`config.mk`:
```
export PLATFORM = sky130hd
export DESIGN_NAME = inst_fetch_queue_flat
export DESIGN_NICKNAME = d
export VERILOG_FILES = /design/src/rtl/inst_fetch_queue_if.sv /design/src/rtl/inst_fetch_queue.sv /design/src/flat_wrapper.sv
export SDC_FILE = /design/constraint.sdc
export NUM_CORES = 1
export LEC_CHECK = 0
export CAP_MARGIN = 25
export CORE_MARGIN = 10
export CORE_UTILIZATION = 54
export CTS_BUF_LIST = sky130_fd_sc_hd__clkbuf_4 sky130_fd_sc_hd__clkbuf_8 sky130_fd_sc_hd__clkbuf_16
export DETAILED_ROUTE_END_ITERATION = 10
export PLACE_DENSITY = 0.79
export SETUP_SLACK_MARGIN = 0.5
export SLEW_MARGIN = 40
export SYNTH_ARGS = -nofsm -noshare
export SYNTH_HDL_FRONTEND = slang
export SYNTH_SLANG_ARGS = --single-unit
```
`constraint.sdc`:
```
create_clock -name clk -period 3.6 [get_ports clk]
set_clock_uncertainty 0.05 [all_clocks]
set_input_delay 0.36 -clock clk [delete_from_list [all_inputs] [get_ports clk]]
set_output_delay 0.36 -clock clk [all_outputs]
set_load 0.02 [all_outputs]
```
`src/rtl/inst_fetch_queue_if.sv`:
```
`default_nettype none
// ============================================================================
//  Module   : inst_fetch_queue_if
//  Brief    : IF -> queue -> ID handshake bundle for the instruction queue.
//  Revision : 1.0  initial release
// ============================================================================
interface inst_fetch_queue_if #(
    parameter int AW = 2
);
    logic          in_valid;
    logic [63:0]   in_bus;
    logic          in_allow_in;
    logic          out_valid;
    logic [64:0]   out_bus;
    logic          out_allow_in;
    logic [AW:0]   count;

    // Queue side
    modport slave (
        input  in_valid,
        input  in_bus,
        input  out_allow_in,
        output in_allow_in,
        output out_valid,
        output out_bus,
        output count
    );

    // Pipeline side (IF producer plus ID consumer)
    modport master (
        output in_valid,
        output in_bus,
        output out_allow_in,
        input  in_allow_in,
        input  out_valid,
        input  out_bus,
        input  count
    );
endinterface
`default_nettype wire

```
`src/rtl/inst_fetch_queue.sv`:
```
`default_nettype none
// ============================================================================
//  Module   : inst_fetch_queue
//  Brief    : Circular instruction queue between IF and ID; tags misaligned
//             PCs with ADEF and is emptied by any redirect.
//  Revision : 1.0  initial release
// ============================================================================
module inst_fetch_queue #(
    parameter int DEPTH = 4,
    parameter int AW    = 2
) (
    input  logic              clk,
    input  logic              reset,
    input  logic              excp_flush,
    input  logic              ertn_flush,
    input  logic              br_taken,
    inst_fetch_queue_if.slave q
);

    localparam logic [AW:0]   c_full    = (AW+1)'(DEPTH);
    localparam logic [AW:0]   c_cnt_one = (AW+1)'(1);
    localparam logic [AW-1:0] c_ptr_one = AW'(1);

    logic [64:0]   r_mem [DEPTH];
    logic [AW-1:0] r_wp;
    logic [AW-1:0] r_rp;
    logic [AW:0]   r_cnt;

    logic          w_flush;
    logic          w_push;
    logic          w_pop;
    logic          w_adef;
    logic [64:0]   w_entry;

    // Handshake outputs come from registered occupancy only, never from out_allow_in.
    assign q.in_allow_in = (r_cnt != c_full);
    assign q.out_valid   = (r_cnt != '0);
    assign q.out_bus     = r_mem[r_rp];
    assign q.count       = r_cnt;

    assign w_flush = excp_flush | ertn_flush | br_taken;
    assign w_push  = q.in_valid  & q.in_allow_in  & ~w_flush;
    assign w_pop   = q.out_valid & q.out_allow_in & ~w_flush;

    assign w_adef  = (q.in_bus[33:32] != 2'b00);
    assign w_entry = {w_adef, q.in_bus};

    // Storage is not reset; the head is only meaningful while out_valid is high.
    always_ff @(posedge clk) begin
        if (w_push) begin
            r_mem[r_wp] <= w_entry;
        end
    end

    always_ff @(posedge clk) begin
        if (reset || w_flush) begin
            r_wp  <= '0;
            r_rp  <= '0;
            r_cnt <= '0;
        end else begin
            if (w_push) begin
                r_wp <= r_wp + c_ptr_one;
            end
            if (w_pop) begin
                r_rp <= r_rp + c_ptr_one;
            end
            case ({w_push, w_pop})
                2'b10:   r_cnt <= r_cnt + c_cnt_one;
                2'b01:   r_cnt <= r_cnt - c_cnt_one;
                default: r_cnt <= r_cnt;
            endcase
        end
    end

endmodule
`default_nettype wire

```
`src/flat_wrapper.sv`:
```
// flat-port wrapper written by rule: the top's interface ports become plain ports
module inst_fetch_queue_flat 
#(
    parameter int DEPTH = 4,
    parameter int AW    = 2
)
  (clk, reset, excp_flush, ertn_flush, br_taken, q_in_valid, q_in_bus, q_out_allow_in, q_in_allow_in, q_out_valid, q_out_bus, q_count);
  inst_fetch_queue_if #(.AW(AW)) q_i ();
  input  logic clk;
  input  logic reset;
  input  logic excp_flush;
  input  logic ertn_flush;
  input  logic br_taken;
  input wire logic [$bits(q_i.in_valid)-1:0] q_in_valid;
  input wire logic [$bits(q_i.in_bus)-1:0] q_in_bus;
  input wire logic [$bits(q_i.out_allow_in)-1:0] q_out_allow_in;
  output wire logic [$bits(q_i.in_allow_in)-1:0] q_in_allow_in;
  output wire logic [$bits(q_i.out_valid)-1:0] q_out_valid;
  output wire logic [$bits(q_i.out_bus)-1:0] q_out_bus;
  output wire logic [$bits(q_i.count)-1:0] q_count;
  assign q_i.in_valid = q_in_valid;
  assign q_i.in_bus = q_in_bus;
  assign q_i.out_allow_in = q_out_allow_in;
  assign q_in_allow_in = q_i.in_allow_in;
  assign q_out_valid = q_i.out_valid;
  assign q_out_bus = q_i.out_bus;
  assign q_count = q_i.count;
  inst_fetch_queue #(.DEPTH(DEPTH), .AW(AW)) u_core (.clk(clk), .reset(reset), .excp_flush(excp_flush), .ertn_flush(ertn_flush), .br_taken(br_taken), .q(q_i));
endmodule
```
* Yosys cells after proc, flatten, opt, wreduce, memory -nomap -nowiden
Memories as Yosys holds them, arrays and structs flattened. A register that Yosys moved wholly into a read port is not among the register bits. Cells that the tools add are included.
Cells by class: add/sub/neg operators 4, equality and inequality tests 3, multiplexer cells 5, bitwise logic cells 7, reductions and logical operators 4
Operators with widths (count):
- 3-bit case mux with 2 select lines | 1
- 2-bit by 1-bit adder with 2-bit output, second input constant | 2
- 1-bit AND | 4
- 2-bit two-way mux | 2
- 2-bit nonzero test | 2
- 3-bit by 1-bit adder with 3-bit output, second input constant | 1
- 3-bit inequality test, second input constant | 1
- 3-bit nonzero test | 1
- 3-bit by 1-bit subtractor with 3-bit output, second input constant | 1
- 2-bit by 1-bit == test with 1-bit output, second input constant | 1
- 2-bit == test, second input constant | 1
- 1-bit two-way mux | 2
- 1-bit OR | 2
- 1-bit logical OR | 1
- 1-bit inverter | 1
Word-level totals: register bits after elaboration 7, RAM bits 260, input port bits 71, output and inout port bits 70, logic and storage cells 27, memories kept 1
Memories:
- u_core.r_mem | words 4, bits a word 65, read ports 1, clocked after Yosys merged registers in 1, wr ports 1, line inst_fetch_queue.sv:24 | logic [64:0] r_mem [DEPTH];

* Logic depth before layout (Yosys ltp)
depth in word-level cells 6, mapped depth 9, gate-level depth less buffers 9

* Worst setup path before layout
OpenSTA, ideal clock, no wires.
kind input -> register, start input port ertn_flush, end memory u_core.r_mem[0][0], enable pin, setup time 0.430 ns, arrival 2.543 ns, required time 3.120 ns, slack 0.577 ns, stages 3, buffers on the path 0, path through or3_4 > nor3_2 > and2_1
On the way: cells in the longest elaborated chain, start to end 6
Ends and longest elaborated chain:
- start: declaration | line flat_wrapper.sv:12 | input logic ertn_flush;
- 1-bit OR (2 in series) | line inst_fetch_queue.sv:41 | assign w_flush = excp_flush | ertn_flush | br_taken;
- 1-bit inverter | line inst_fetch_queue.sv:42 | assign w_push = q.in_valid & q.in_allow_in & ~w_flush;
- 1-bit AND | line inst_fetch_queue.sv:42
- 1-bit two-way mux | line inst_fetch_queue.sv:50 | if (w_push) begin
- 1-bit two-way mux (not written as such) | line inst_fetch_queue.sv:51 | r_mem[r_wp] <= w_entry;
- end: declaration | line inst_fetch_queue.sv:24
Every way passes these cells.

==> run summary <==
YOSYS
--------------------------------------------------------------------------------------
Mean Syn Cell Area                                                           24.99 um2
Most used flip-flop cell after synthesis                                      edfxtp_1
Synthesized Nets                                                                   473
Most frequent cell after synthesis                                            edfxtp_1
Synth cell count leaders                                                  edfxtp_1, mux4_2, dfxtp_1
Fraction of the mapped netlist area in simple logic gates                       1.163%
Synth Area in XOR/XNOR                                                         0.3541%
Number of enable-type register cells in the synthesized netlist                    260
Gate Count Post-Synth                                                              396
Share of the synthesized area in the top cell type                              78.91%
Mapped cell area                                                              9894 um2
FF+latch count, synth                                                              269
FFs w/ async S/R, synth                                                             0%
Number of library cell types mapped by synthesis                                    24
Synthesis Warnings                                                                   0
Share of the yosys chip area belonging to registers                             80.73%
Synth area leaders                                                        edfxtp_1, mux4_2, dfxtp_1
Most area-hungry cell type in the Yosys netlist                               edfxtp_1
Combinational family with the most area after synthesis                   multiplexers
Share of the synthesized area in compound gates (AO/OA/AOI/OAI)                0.6323%
Fraction of the mapped netlist area in adder cells                             0.8346%
Fraction of synthesized area in multiplexers                                    14.80%

PLACEMENT
--------------------------------------------------------------------------------------
Port bufs                                                                          140
Final HPWL from detailed placement                                           12,690 um
Routability-driven placement congestion ratio                                   0.7296
Placed standard-cell area                                                   11,610 um2

TIMING
--------------------------------------------------------------------------------------
Unrepaired setup endpoints after global routing                                  false
Clock period minus worst slack                                                2.905 ns
Final number of max-transition violations                                            0
Sum Neg Setup Slack                                                               0 ns
Pin slew with the least headroom to its limit                                0.5813 ns
Final hold violation count                                                           0
Period Utilization, post-route                                                  80.70%
Count of final setup violators                                                       0
Timing-limited maximum frequency                                             344.2 MHz
Worst-case headroom to the max-slew limit                                       61.24%

WORST SETUP PATH
--------------------------------------------------------------------------------------
Kind of critical path                                                          reg2out
Largest fanout on the critical path                                                 39
Maximum single-stage delay on the critical path                                0.72 ns
CP max stage cell                                                              dfxtp_4
Startpoint Class                                                             flip-flop
CP cell instances                                                         buf_12 > mux4_2 > clkdlybuf4s50_1
Critical Path AT                                                               2.50 ns
Critical Path Sink Type                                                   primary output
Critical Path RT                                                               3.19 ns

CTS
--------------------------------------------------------------------------------------
CTS H-Tree Depth                                                                     1
Hold buffer count at CTS                                                             0
Clock insertion delay at the later pin of the skew report                      0.53 ns
Clock root buffer                                                            clkbuf_16
Clock sink count                                                                   269
Max clock buf depth                                                                  3
CTS buffer count                                                                    27
Clock slew at the register clock pins of the worst setup and hold paths        0.06 ns
Number of buffers added for setup after CTS                                          3
TritonCTS clock tree                                                              done
Number of instances resized during post-cts repair                                   0

GLOBAL ROUTING
--------------------------------------------------------------------------------------
Vias in the first global route                                                   5,207
Global-route wire length before repair                                       31,420 um
Maximum number of pins on one net before global-route repair                        40
Gr ovfl total                                                                        0
Overall track demand over capacity in global routing                            16.84%
Initial antenna violation count                                                      1

FLOORPLANNING
--------------------------------------------------------------------------------------
Total Die Area                                                              24,140 um2
Height of the chip                                                            155.4 um
Starting utilization of the core area                                           54.89%
Die boundary width                                                            155.4 um
Number of top-level design ports                                                   141
Placement Rows                                                                      49
Standard cell core area                                                     18,020 um2

CELLS AND AREA
--------------------------------------------------------------------------------------
Area added between synthesis and finish                                         26.88%
Fin nets                                                                           641
Multi-input logic area                                                        1769 um2
Post-Layout Inst Area                                                       12,550 um2
Share of layout cells above drive strength 1                                    24.10%
Footprint of the flip-flops and latches                                       7995 um2
Number of filler cells placed in the layout                                      1,091

ROUTING
--------------------------------------------------------------------------------------
Via total after detailed routing                                                 4,664
DRC violation total after the first TritonRoute iteration                          373
Number of remaining DRC errors                                                       0
DRT Wirelength                                                               20,490 um
Vias per std cell                                                                5.723
Post-detailed-route wirelength per cell                                       25.14 um
Detailed-router iteration count before antenna repair                                4
Antenna viol nets, final                                                             0

POWER AND IR DROP
--------------------------------------------------------------------------------------
VDD IR-drop max                                                              0.4060 mV
Power density over cell area                                              513.9 nW/um2
Leak pwr                                                                      3.935 nW
Design Power                                                                  6.452 mW

HOLD PATH
--------------------------------------------------------------------------------------
Classification of the worst-slack hold path                                     in2reg

STATUS
--------------------------------------------------------------------------------------
Outcome                                                                   finished clean

RUN
--------------------------------------------------------------------------------------
Reported max-cap violation count                                                     0

-- cells by family after synthesis --
group,count (synthesis)
mux,65
compound gates,9
xor+xnor,4
buf+inv,23
simple gates,20
fa+ha+maj,6
flops,269
-- final cells by class --
cell class                 count  share of cell area [%]
multi-input combinational    104                   14.09
timing repair buffer         154                   12.40
clock buffer                  38                   6.089
clock inverter                12                   1.196
tap                          229                   2.282
inverter                       8                  0.2392
sequential                   269                   63.68
antenna                        1                 0.01993
-- final timing paths --
kind                                   startpoint                  end  slack (ns)  cells after the start
worst min-delay path                 q_in_bus[39]  u_core.r_mem[3][39]        0.42                      1
worst max register to register  u_core.q.count[2]    u_core.q.count[2]        1.10                      9
worst max-delay path                    flip-flop        q_out_bus[60]        0.69                      3
worst min register to register     u_core.r_rp[0]       u_core.r_rp[0]        0.50                      2
-- critical path: cells and delay by family (launching register included) --
family | cells | cell delay (ns)
flip-flops | 1 | 0.72
multiplexers | 1 | 0.37
buffers and inverters | 2 | 0.86
-- layer usage --
metal | global-route usage [%] | part of all wire (%) | wire length [um] | vias to the layer above
li1 | - | - | - | 2010
met1 | 22.01 | 41 | 8376 | 2443
met3 | 4.770 | 7.6 | 1562 | 30
met5 | 0 | 0 | 0 | -
met2 | 27.60 | 50 | 10200 | 181
met4 | 3.832 | 1.7 | 355 | 0
-- state kept, by name, indices dropped and copies added (netlist names), named ones only --
register and count:
u_core.r_rp 2, u_core.q.count 3, u_core.r_wp 2, u_core.r_mem 260
-- report_power, final --
part           switching (mW)  internal [mW]  leakage (nW)
clock network            1.11           1.71         0.453
registers             0.00427           3.44          2.42
logic                  0.0864          0.102          1.06
total                    1.20           5.25          3.94
-- cells in the final DEF, fill, tap and decap left out, types with 2 or more instances in the layout --
master,netlist,final
buf_4,0,10
inv_6,0,2
o21ai_0,3,3
clkbuf_16,0,27
edfxtp_1,260,260
and2_4,0,4
a21oi_2,3,3
buf_12,0,4
clkdlybuf4s50_1,0,140
clkinvlp_4,0,3
clkbuf_4,0,10
dfxtp_4,0,2
inv_1,8,8
mux4_2,65,65
bufinv_16,0,3
nor2_1,7,7
or3_1,2,2
dfxtp_1,9,7
clkinv_2,0,4
xor2_1,4,4
ha_1,5,5
nand3_1,2,2
-- through the flow --
stage | setup slack (ns) | cells | hold slack [ns] | utilization, %
final | 0.6950 | 815 | 0.4160 | 69.65
after floorplan | 0.5774 | 396 | 0.4089 | -
after CTS | 0.6415 | 814 | 0.3994 | 69.64
after detailed placement | 0.8366 | 761 | 0.4868 | 64.44
after global routing | 0.5876 | 814 | 0.4056 | 69.64
after global placement | 0.8861 | 761 | 0.4547 | 64.44
Power figures use the tool's default switching activity.
